`src/rtl/pix_word_packer.sv`:
```
// pix_word_packer: packs 12-bit pixels LSB-first into 16-bit words
// (4 pixels -> 3 words). An end-of-frame flush emits any residue as a
// zero-padded word and reports the frame pixel count.
// Optional build macro: PIX_WORD_PACKER_BSWAP_EN byte-swaps every output
// word at the register input.
module pix_word_packer #(
  parameter int CountWidth = 20
) (
  input  logic                  clk,
  input  logic                  rst,
  input  logic [11:0]           px_d,
  input  logic                  px_valid,
  output logic                  px_ready,
  input  logic                  flush,
  output logic [15:0]           word,
  output logic                  word_valid,
  input  logic                  word_ready,
  output logic                  flush_done,
  output logic [CountWidth-1:0] px_count
);

  logic [15:0]           word_q, word_d;
  logic                  wvld_q, wvld_d;
  logic [11:0]           res_q, res_d;
  logic [3:0]            nbits_q, nbits_d;
  logic                  pend_q, pend_d;
  logic                  done_q, done_d;
  logic [CountWidth-1:0] cnt_q, cnt_d;
  logic [CountWidth-1:0] final_q, final_d;

  logic slot_free;
  logic accept;
  logic flush_fire;

  function automatic logic [CountWidth-1:0] sat_inc(input logic [CountWidth-1:0] c);
    sat_inc = (c == {CountWidth{1'b1}}) ? c : c + 1'b1;
  endfunction

  function automatic logic [15:0] out_order(input logic [15:0] w);
`ifdef PIX_WORD_PACKER_BSWAP_EN
    out_order = {w[7:0], w[15:8]};
`else
    out_order = w;
`endif
  endfunction

  assign slot_free  = !wvld_q || word_ready;
  assign px_ready   = slot_free && !pend_q;
  assign accept     = px_valid && px_ready;
  // Pixels are never accepted while pending, so accept and flush_fire are exclusive.
  assign flush_fire = pend_q && slot_free;

  assign word       = word_q;
  assign word_valid = wvld_q;
  assign flush_done = done_q;
  // The counter clears at the flush edge; show the frozen frame total during the pulse.
  assign px_count   = done_q ? final_q : cnt_q;

  // Next-state: residue packing, output slot handshake and flush sequencing.
  always_comb begin
    word_d  = word_q;
    wvld_d  = wvld_q && !word_ready;
    res_d   = res_q;
    nbits_d = nbits_q;
    pend_d  = pend_q || flush;
    done_d  = 1'b0;
    cnt_d   = cnt_q;
    final_d = final_q;

    if (accept) begin
      cnt_d = sat_inc(cnt_q);
      // Residue bits above nbits are kept zero so a flush can emit it directly.
      case (nbits_q)
        4'd0: begin
          res_d   = px_d;
          nbits_d = 4'd12;
        end
        4'd12: begin
          word_d  = out_order({px_d[3:0], res_q});
          wvld_d  = 1'b1;
          res_d   = {4'b0, px_d[11:4]};
          nbits_d = 4'd8;
        end
        4'd8: begin
          word_d  = out_order({px_d[7:0], res_q[7:0]});
          wvld_d  = 1'b1;
          res_d   = {8'b0, px_d[11:8]};
          nbits_d = 4'd4;
        end
        default: begin
          word_d  = out_order({px_d, res_q[3:0]});
          wvld_d  = 1'b1;
          res_d   = 12'b0;
          nbits_d = 4'd0;
        end
      endcase
    end

    if (flush_fire) begin
      if (nbits_q != 4'd0) begin
        word_d = out_order({4'b0, res_q});
        wvld_d = 1'b1;
      end
      res_d   = 12'b0;
      nbits_d = 4'd0;
      pend_d  = 1'b0;
      done_d  = 1'b1;
      final_d = cnt_q;
      cnt_d   = '0;
    end
  end

  // State registers; reset discards any residue and any word in the slot.
  always_ff @(posedge clk or posedge rst) begin
    if (rst) begin
      word_q  <= 16'b0;
      wvld_q  <= 1'b0;
      res_q   <= 12'b0;
      nbits_q <= 4'd0;
      pend_q  <= 1'b0;
      done_q  <= 1'b0;
      cnt_q   <= '0;
      final_q <= '0;
    end else begin
      word_q  <= word_d;
      wvld_q  <= wvld_d;
      res_q   <= res_d;
      nbits_q <= nbits_d;
      pend_q  <= pend_d;
      done_q  <= done_d;
      cnt_q   <= cnt_d;
      final_q <= final_d;
    end
  end

endmodule

```
`config.mk`:
```
export PLATFORM = sky130hd
export DESIGN_NAME = pix_word_packer
export DESIGN_NICKNAME = d
export VERILOG_FILES = /design/src/rtl/pix_word_packer.sv
export SDC_FILE = /design/constraint.sdc
export NUM_CORES = 1
export LEC_CHECK = 0
export CORE_MARGIN = 5
export CORE_UTILIZATION = 59
export CTS_CLUSTER_DIAMETER = 200
export DETAILED_ROUTE_END_ITERATION = 10
export GPL_TIMING_DRIVEN = 1
export PLACE_DENSITY_LB_ADDON = 0.15
export SETUP_SLACK_MARGIN = 0.4
export SLEW_MARGIN = 20
export SYNTH_ARGS = -nofsm -noshare
export SYNTH_HDL_FRONTEND = slang
export SYNTH_SLANG_ARGS = --single-unit
```
`constraint.sdc`:
```
create_clock -name clk -period 5.4 [get_ports clk]
set_input_delay 1.08 -clock clk [delete_from_list [all_inputs] [get_ports clk]]
set_output_delay 1.08 -clock clk [all_outputs]
set_load 0.005 [all_outputs]
```
* Word level (Yosys, flattened, before mapping)
Index checks and enable logic that the tools add are counted.
Storage, ports and cells: register bits after elaboration 75, logic and storage cells 46, output and inout port bits 39
Operators by class: add/sub/neg operators 1, reduce and logical (&&, ||, !) cells 13, multiplexer cells 20, equal/unequal tests 4
Operator list (count):
- $mux W20 | 4
- $mux W16 | 3
- $pmux W16 S3 | 1
- $pmux W12 S3 | 1
- $mux W12 | 2
- $add A20 B1 Y20 const B | 1
- $eq A20 B20 Y1 const B | 1
- $pmux W4 S3 | 1
- $eq A4 B4 Y1 const B | 2
- $mux W4 | 2
- $mux W1 | 6
- $logic_and A1 B1 Y1 | 4
- $logic_not A4 Y1 | 1
- $reduce_bool A4 Y1 | 1
- $logic_not A1 Y1 | 3
- $logic_or A1 B1 Y1 | 2
- $ne A2 B2 Y1 const B | 1
- $reduce_and A2 Y1 | 1
- $reduce_bool A2 Y1 | 1

* Depth between registers and ports, before layout
Gate-level depths: netlist of run 1.
depth after elaboration 7, mapped depth 8, mapped depth without buffers 7

* Least setup slack after synthesis of run 1
Ideal clock, no wire load.
kind in2out, from in word_ready, to out px_ready, arrival time 1.423 ns, cell stages on the path 2, data required time 4.320 ns, path buffers 0, slack 2.897 ns, cell sequence nor2b_1 > nor2_1
On the way: cells in the longest elaborated chain, start to end 2
Ends and longest elaborated chain:
- start, declared | RTL line 17 | input logic word_ready,
- $logic_or A1 B1 Y1 | RTL line 47 | assign slot_free = !wvld_q || word_ready;
- $logic_and A1 B1 Y1 | RTL line 48 | assign px_ready = slot_free && !pend_q;
- end, declared | RTL line 13 | output logic px_ready,
No other way between the ends.

* Final worst setup path of run 1
Ends and elaborated chain as after synthesis.

==> impl_metrics.toml, run 1 <==
[logic_synthesis]
yosys_warnings = 0
synthesis.area_per_instance_um2 = 9.23
syn_inst = 415
yosysUniqueCellTypes = 50
synth_nets = 437
synthFlopType = "dfrtp_1"
synth-seq-cells = 73
yosysSeqAreaShare = 0.477
synth_edf_count = 0
postSynth.asyncResetShare = 1.00
syn-cell-area_um2 = 3830

[critical_path]
path_delay_family = "buffers and inverters"
cpMostUsedCell = "clkdlybuf4s50_1"
setup.reg_to_reg.worst_slack_ns = 3.16
arrival_ns = 2.35
critPathMaxFanout = 4
cp_data_required_time_ns = 4.32
r2r-start = "word_valid"
critPathKind = "input port to primary output"
crit_chain = "clkdlybuf4s50_1 > nor2b_1 > nor2_1 > clkdlybuf4s50_1"
slowest_cell_on_the_critical_path = "clkdlybuf4s50_1"
critical_path.endpoint_type = "primary output"
cp_num_buf_inv = 2
crit_path_start = "word_ready"
worstSetupStartpointType = "input port"
critPathMaxStageDelay_ns = 0.46

[drt]
met1Wirelength_um = 3910
ant_nets = 0
via_total_after_detailed_routing = 3398
detail_route.iter0.violations = 226
avgViaCountPerCell = 6.28
detailroute.wirelength.met2_um = 4730
drt-wirelength-per-cell_um = 17.6
wl_met3_um = 635
drt_wl_total_um = 9500
post-route-drc-count = 0
dr.pass1.iters = 6
highest-signal-layer = "met4"

[clock_tree]
tritoncts_buffer_count = 9
clock_tree.buffer_depth = 2
clkSlewWorstSetupHoldPaths_ns = 0.07
insertion_delay_ns = 0.34
post_cts_setup_repair_buffer_count = 0
tritoncts_num_sinks = 73
cts_resized = 0
clock_tree.htree_level_count = 3
cts-root-buf = "clkbuf_8"
cts_tree = "yes"
hold_buffers = 0

[global_route]
grt_first_pass_wirelength_um = 16100
maximum_number_of_pins_on_one_net_before_global_route_repair = 50
number_of_antenna_violations_at_the_first_check_in_global_routing = 0
grt-ovfl-total = 0
vias_in_the_first_global_route = 3293
grt_usage = 0.239

[final_layout]
antenna_cells_inserted = 0
layout-drive-gt1-share = 0.106
layout-area-overhead-vs-synth_pct = 19.3
num-nets-final = 482
layoutNonFillerInstCount = 541
post-route-util = 0.720

[placement]
placed_cells = 526
place.detailed.hpwl_um = 6210
gp_congestion = 0.848
portBuffers = 55

[floorplan]
fp.dieH_um = 90.6
start_util = 0.603
floorplan.die_area_um2 = 8200
die_width_um = 90.6
num_rows = 29
pin_count = 56
coreArea_um2 = 6350

[sta]
final-hold-violation-count = 0
finalClockSkew_ns = 0.00630
rsz0062_at_grt = "false"
final-setup-viol-count = 0
fin_tns_setup_ns = 0
worst_slew_pin_slew_ns = 0.913
period_minus_slack_ns = 3.43
timing.slew.headroom = 0.391
timing.final.crit_share = 0.636
slew_violations = 0
fmax_mhz = 291

[pwr]
p_leak_uw = 0.00207
power_density_nw_per_um2 = 429
ir_worst_vdd_uv = 253

[hold_path]
hp-start = "final_q[8]"
min-delay-path-class = "flop to flop"

[flow_run]
max_cap_violations = 0

[status]
status = "finished clean"
[flip-flops by register name, indices dropped and copies added (netlist names)]
| name | flops |
|---|---|
| word_valid | 1 |
| res_q | 12 |
| final_q | 20 |
| cnt_q | 20 |
| word | 16 |
| nbits_q | 2 |
| flush_done | 1 |
| pend_q | 1 |
[cell usage in the layout, fill, tap and decap left out, types with 5 or more instances in the layout]
cell type	synthesis	final
nand2_1	110	110
dfrtp_1	73	73
and3_1	7	7
o21ai_0	30	30
o21ai_1	10	10
a21oi_1	6	6
nand4_1	5	5
inv_1	6	5
clkbuf_8	0	9
nor2_1	23	23
ha_1	5	5
a22oi_1	13	13
a31oi_1	9	9
clkdlybuf4s50_1	0	55
mux2_2	21	21
nand3_1	13	13
o31ai_1	7	7
buf_4	2	5
[layer usage]
metal / vias up / track usage
li1: 1578 / -
met1: 1643 / 0.313
met2: 157 / 0.396
met3: 20 / 0.0358
met4: 0 / 0.0968
met5: - / 0
[metrics by stage]
step	hold WS, ns	power [uW]	cell area [um^2]	setup slack (ns)
3_3_place_gp	0.451	1530	4390	2.01
2_1_floorplan	0.439	1250	3830	2.47
3_5_place_dp	0.461	1560	4390	1.97
6_report	0.477	1960	4570	1.97
5_1_grt	0.501	2090	4570	1.91
4_1_cts	0.478	1960	4570	1.96
[cells by family after synthesis]
logic type | Yosys count | share of synthesized area
AND/OR/NAND/NOR | 176 | 0.213
buffers and inverters | 32 | 0.0379
flip-flops | 73 | 0.477
multiplexers | 22 | 0.0644
AO/OA/AOI/OAI | 106 | 0.189
adder cells (fa/ha/maj) | 5 | 0.0163
XOR/XNOR | 1 | 0.00229
[synthesized netlist by cell type (2+ instances only)]
cell type / instances / area, um^2
nand2_1: 110 / 413
dfrtp_1: 73 / 1830
o21ai_0: 30 / 150
nor2_1: 23 / 86.3
mux2_2: 21 / 236
clkbuf_1: 15 / 56.3
a22oi_1: 13 / 97.6
nand3_1: 13 / 65.1
o21ai_1: 10 / 50.1
a31oi_1: 9 / 56.3
and3_1: 7 / 43.8
buf_2: 7 / 35.0
o31ai_1: 7 / 52.6
a21oi_1: 6 / 30.0
inv_1: 6 / 22.5
ha_1: 5 / 62.6
nand4_1: 5 / 31.3
a221oi_1: 4 / 35.0
a222oi_1: 4 / 40.0
a22o_1: 4 / 35.0
a32o_1: 4 / 40.0
o221ai_1: 4 / 35.0
and2_1: 3 / 18.8
buf_4: 2 / 15.0
nand2b_1: 2 / 12.5
nor3_1: 2 / 10.0
o22ai_1: 2 / 12.5
o41ai_1: 2 / 17.5
[report_power, final]
group	switching [uW]	total (uW)	internal (uW)
Clock	197	406	209
Combinational	393	748	356
Sequential	129	808	678
[final cells by class]
type,count,area (um^2)
multi-input combinational,310,1860
sequential,73,1830
fill,499,1780
timing repair buffer,60,588
clock buffer,11,131
tap,77,96.3
clock inverter,4,45.0
inverter,6,23.8
[tightest hold or removal path, delay by kind of cell (launching register included)]
| family | cells | cell delay (ns) |
|---|---|---|
| AND/OR/NAND/NOR | 2 | 0.11 |
| flip-flops | 1 | 0.34 |
[final timing paths]
kind                         endpoint  cells past startpoint
min in group asynchronous     word[6]                      2
max                          px_ready                      4
max reg2reg                   word[3]                      8
min                        final_q[8]                      2
min reg2reg                final_q[8]                      2
max in group asynchronous    cnt_q[5]                      3
No activity file was read; power rests on OpenSTA's default activity.
==> inputs of run 2 (changes only) <==
- CORE_UTILIZATION: 59 -> 49
- clock period: 5.4 -> 2.95 ns (I/O delays scaled with it)
==> run 2 against run 1 <==
  * Critical path depth is the same
  * Count of clock-buffer cells in the layout is the same
  * Register-to-register slack worse by 2.5 ns
  * Combinational power is 91% higher
  * Clock skew increased by 0.0032 ns
  * Critical endpoint unchanged
  * Largest cell class unchanged
==> impl_metrics.toml, run 2 (synthesis gave the netlist of run 1 again) <==
[clock_tree]
clkSlewWorstSetupHoldPaths_ns = 0.08
insertion_delay_ns = 0.35
post_cts_setup_repair_buffer_count = 0
hold_buffers = 0
cts_resized = 0
cts-root-buf = "clkbuf_8"
tritoncts_num_sinks = 73
tritoncts_buffer_count = 9
cts_tree = "yes"
clock_tree.buffer_depth = 2
clock_tree.htree_level_count = 3

[sta]
fin_tns_setup_ns = 0
slew_violations = 0
fmax_mhz = 409
period_minus_slack_ns = 2.44
finalClockSkew_ns = 0.00948
rsz0062_at_grt = "false"
timing.final.crit_share = 0.828
final-hold-violation-count = 0
worst_slew_pin_slew_ns = 0.612
final-setup-viol-count = 0
setup_slack_ns = 0.508
timing.slew.headroom = 0.590

[final_layout]
layout.cells.most_common_list = "nand2_1 (110), dfrtp_1 (73), clkdlybuf4s50_1 (55)"
layout-area-overhead-vs-synth_pct = 22.0
antenna_cells_inserted = 0
layout-drive-gt1-share = 0.119
post-route-util = 0.608
final_common_cell = "nand2_1"
num-nets-final = 486

[pwr]
ir_worst_vdd_uv = 365
p_leak_uw = 0.00211
total_power_uw = 3680
power_density_nw_per_um2 = 789

[critical_path]
cp_data_required_time_ns = 2.36
arrival_ns = 1.85
path_delay_family = "buffers and inverters"
worstSetupStartpointType = "input port"
crit_chain = "clkdlybuf4s50_1 > nor2b_1 > nor2_1 > clkdlybuf4s50_1"
cp_num_buf_inv = 2
critical_path.endpoint_type = "primary output"
cpMostUsedCell = "clkdlybuf4s50_1"
critPathKind = "input port to primary output"
critPathMaxFanout = 4
critPathMaxStageDelay_ns = 0.45
slowest_cell_on_the_critical_path = "clkdlybuf4s50_1"

[status]
status = "finished clean"

[global_route]
number_of_antenna_violations_at_the_first_check_in_global_routing = 0
grt_first_pass_wirelength_um = 16400
grt_usage = 0.206
vias_in_the_first_global_route = 3432
maximum_number_of_pins_on_one_net_before_global_route_repair = 74
grt-ovfl-total = 0

[drt]
dr.pass1.iters = 9
avgViaCountPerCell = 5.87
drt_wl_total_um = 9550
detail_route.iter0.violations = 208
ant_nets = 0
post-route-drc-count = 0
drt-wirelength-per-cell_um = 16.7
via_total_after_detailed_routing = 3351

[placement]
portBuffers = 55
place.detailed.hpwl_um = 6390
detailedPlace.worstSlack_ns = 0.425
gp_congestion = 0.850

[floorplan]
fp.dieH_um = 98.4
pin_count = 56
die_width_um = 98.4
num_rows = 32
floorplan.die_area_um2 = 9680
coreArea_um2 = 7690
start_util = 0.498

[flow_run]
max_cap_violations = 0

[hold_path]
min-delay-path-class = "flop to flop"
[run 2: cell types whose count changed in the layout (fill, tap and decap cells not counted)]
cell,before,now
buf_12,0,1
buf_4,5,8
clkinv_2,4,3
clkinv_4,0,1
clkbuf_1,2,0
clkbuf_8,9,11
inv_2,0,1
[run 2: path summary, 6_finish.rpt]
kind | from | to | slack (ns) | cells after the start
worst min-delay path | final_q[4] | final_q[4] | 0.47 | 2
worst max register to register | nbits_q[2] | word[0] | 0.67 | 6
min in group asynchronous | rst | word_valid | 0.65 | 3
max in group asynchronous | rst | cnt_q[7] | 2.00 | 3
worst max-delay path | word_ready | px_ready | 0.51 | 4
worst min register to register | final_q[4] | final_q[4] | 0.47 | 2
[run 2: final cells by class]
| class | instances | area (um^2) |
|---|---|---|
| fill | 680 | 3020 |
| inverter | 6 | 22.5 |
| timing repair buffer | 64 | 631 |
| clock buffer | 11 | 151 |
| tap | 102 | 128 |
| clock inverter | 5 | 53.8 |
| sequential | 73 | 1830 |
| multi-input combinational | 310 | 1860 |
[run 2: layer usage]
layer	GRT usage	share of wire
met1	0.260	0.42
met2	0.352	0.50
met3	0.0446	0.063
met4	0.0714	0.017
met5	0	0
[run 2: through the flow]
| step | cell area (um^2) | std cells | hold slack (ns) |
|---|---|---|---|
| 2_1_floorplan | 3830 | 415 | 0.439 |
| 3_3_place_gp | 4470 | 555 | 0.451 |
| 3_5_place_dp | 4470 | 555 | 0.457 |
| 4_1_cts | 4670 | 571 | 0.474 |
| 5_1_grt | 4670 | 571 | 0.493 |
| 6_report | 4670 | 571 | 0.472 |
[run 2: where the power goes]
part / switching (uW) / internal, uW / leakage, uW
Sequential: 192 / 1240 / 0.000983
Combinational: 760 / 671 / 0.00102
Clock: 385 / 434 / 0.000109
Total: 1340 / 2350 / 0.00211
[run 2: worst min-delay path, stage by stage, from the launching register on]
cell,delay (ns)
dfrtp_1,0.34
nand2_1,0.05
nand2_1,0.05
==> inputs of run 3 (changes only) <==
- CORE_UTILIZATION: 49 -> 54
- clock period: 2.95 -> 2.33 ns (I/O delays scaled with it)
==> run 3 against run 2 <==
  * Final cell count rose by 2.6%
  * Setup slack got worse by 0.13 ns
  * Non-clock buffer count rose by 22
  * Hold slack got worse by 0.0012 ns
  * Combinational power rose by 43%
  * Flip-flop and latch count did not move
  * Sequential power rose by 28%
  * Clock skew fell by 0.0017 ns
  * Design area rose by 4.8%
  * Sequential share of layout area fell by 1.7 points
  * Critical endpoint is now px_count[10]
==> impl_metrics.toml, run 3 (synthesis gave the netlist of run 1 again) <==
[hold_path]
hp-start = "res_q[4]"
worstHoldPathCells = 2
hold_end = "res_q[4]"
min-delay-path-class = "flop to flop"

[global_route]
grt_first_pass_wirelength_um = 16300
vias_in_the_first_global_route = 3432
maximum_number_of_pins_on_one_net_before_global_route_repair = 74
grt_usage = 0.234
number_of_antenna_violations_at_the_first_check_in_global_routing = 0
grt-ovfl-total = 0

[critical_path]
cp_num_buf_inv = 3
critical_path.endpoint_type = "primary output"
slowest_cell_on_the_critical_path = "dfrtp_2"
reg2reg_to = "word[8]"
r2r-start = "nbits_q[2]"
arrival_ns = 1.49
critPathKind = "flop to primary output"
cpMostUsedCell = "buf_6"
worstSetupStartpointType = "flop"
path_delay_family = "flip-flops"
critPathMaxFanout = 5
cp_data_required_time_ns = 1.86
worst-r2r-cell-count = 6
setup.reg_to_reg.worst_slack_ns = 0.55
crit_chain = "buf_6 > buf_6 > mux2_4 > buf_6"
critPathMaxStageDelay_ns = 0.45

[sta]
fmax_mhz = 512
final-hold-violation-count = 0
final-setup-viol-count = 0
worst_slew_pin_slew_ns = 0.535
period_minus_slack_ns = 1.95
timing.final.crit_share = 0.839
slew_violations = 0
fin_tns_setup_ns = 0
timing.slew.headroom = 0.644
finalClockSkew_ns = 0.00778
rsz0062_at_grt = "true"

[floorplan]
fp.dieH_um = 94.2
coreArea_um2 = 6830
start_util = 0.561
floorplan.die_area_um2 = 8880
pin_count = 56
die_width_um = 94.2
num_rows = 30

[final_layout]
layout-drive-gt1-share = 0.208
final_common_cell = "nand2_1"
num-nets-final = 508
final_cell_area_um2 = 4890
antenna_cells_inserted = 0
layout.cells.most_common_list = "nand2_1 (109), dfrtp_1 (71), clkdlybuf4s50_1 (32)"
layout-area-overhead-vs-synth_pct = 27.8
post-route-util = 0.716

[clock_tree]
clkSlewWorstSetupHoldPaths_ns = 0.08
clock_tree.htree_level_count = 3
cts_tree = "yes"
tritoncts_buffer_count = 9
insertion_delay_ns = 0.35
clock_tree.buffer_depth = 2
cts-root-buf = "clkbuf_8"
hold_buffers = 0
tritoncts_num_sinks = 73

[pwr]
ir_worst_vdd_uv = 530
seq_power_share = 0.370
switch_share = 0.355
internal_power_component_uw = 3190
power_frac_clock = 0.217
p_leak_uw = 0.00231
power_density_nw_per_um2 = 1010
switching_pwr_uw = 1750
combPwrFrac = 0.413
total_power_uw = 4940

[drt]
via_total_after_detailed_routing = 3478
ant_nets = 0
avgViaCountPerCell = 5.94
drt_wl_total_um = 9950
drt-wirelength-per-cell_um = 17.0
dr.pass1.iters = 6
detail_route.iter0.violations = 231
post-route-drc-count = 0

[placement]
post_dp_cell_area_um2 = 4540
portBuffers = 55
gp_congestion = 0.943
place.detailed.hpwl_um = 6460

[status]
status = "finished clean"

[flow_run]
max_cap_violations = 0
==> run 3: worst max path at each step <==
stage               startpoint            to  slack (ns)  cells after the start
finish              flush_done  px_count[10]        0.38                      4
global route        flush_done  px_count[10]        0.33                      4
CTS                 word_valid      px_ready        0.36                      3
detailed placement  word_ready     cnt_q[11]        0.11                      5
global placement    word_ready      px_ready        0.15                      4
floorplan             cnt_q[0]     cnt_q[11]        0.69                      7
==> run 3: layer usage <==
metal | share of wire | wire length (um) | up-vias | global-route usage
li1 | - | - | 1629 | -
met1 | 0.41 | 4110 | 1693 | 0.298
met5 | 0 | 0 | - | 0
met2 | 0.51 | 5100 | 146 | 0.383
met3 | 0.065 | 650 | 10 | 0.0569
met4 | 0.0097 | 97 | 0 | 0.0915
==> run 3: area by class of cell <==
type	count	area, um^2
fillers	539	1940
multi-input cells	310	1910
flip-flops and latches	73	1830
repair buffers	86	797
clock buffers	13	179
well taps	96	120
clock inverters	2	35.0
inverters	6	26.3
==> run 3: timing repair <==
action,4_1_cts,5_1_grt
setup buffers,10,2
gates resized for setup,85,28
setup endpoints to repair,22,35
pin swaps,0,0
gates cloned,1,0
==> run 3: through the flow <==
step / std cells / hold WS, ns / setup WS [ns]
floorplan: 415 / 0.439 / 0.693
global placement: 558 / 0.451 / 0.152
detailed placement: 558 / 0.456 / 0.106
CTS: 584 / 0.475 / 0.363
global route: 586 / 0.504 / 0.332
finish: 586 / 0.471 / 0.375
==> run 3: worst register-to-register path: stages, from the launching register on <==
cell and delay, ns:
dfrtp_1 0.41, inv_1 0.11, ha_1 0.50, a22oi_1 0.17, o21ai_0 0.26, a221oi_1 0.12, nor2_1 0.13
==> run 3: power groups by stage <==
stage | registers [uW] | logic [uW] | clock network, uW
CTS | 1830 | 2000 | 1080
floorplan | 1770 | 1130 | 0
finish | 1830 | 2040 | 1070
detailed placement | 1840 | 1880 | 0
global placement | 1830 | 1840 | 0
global route | 1880 | 2240 | 1150
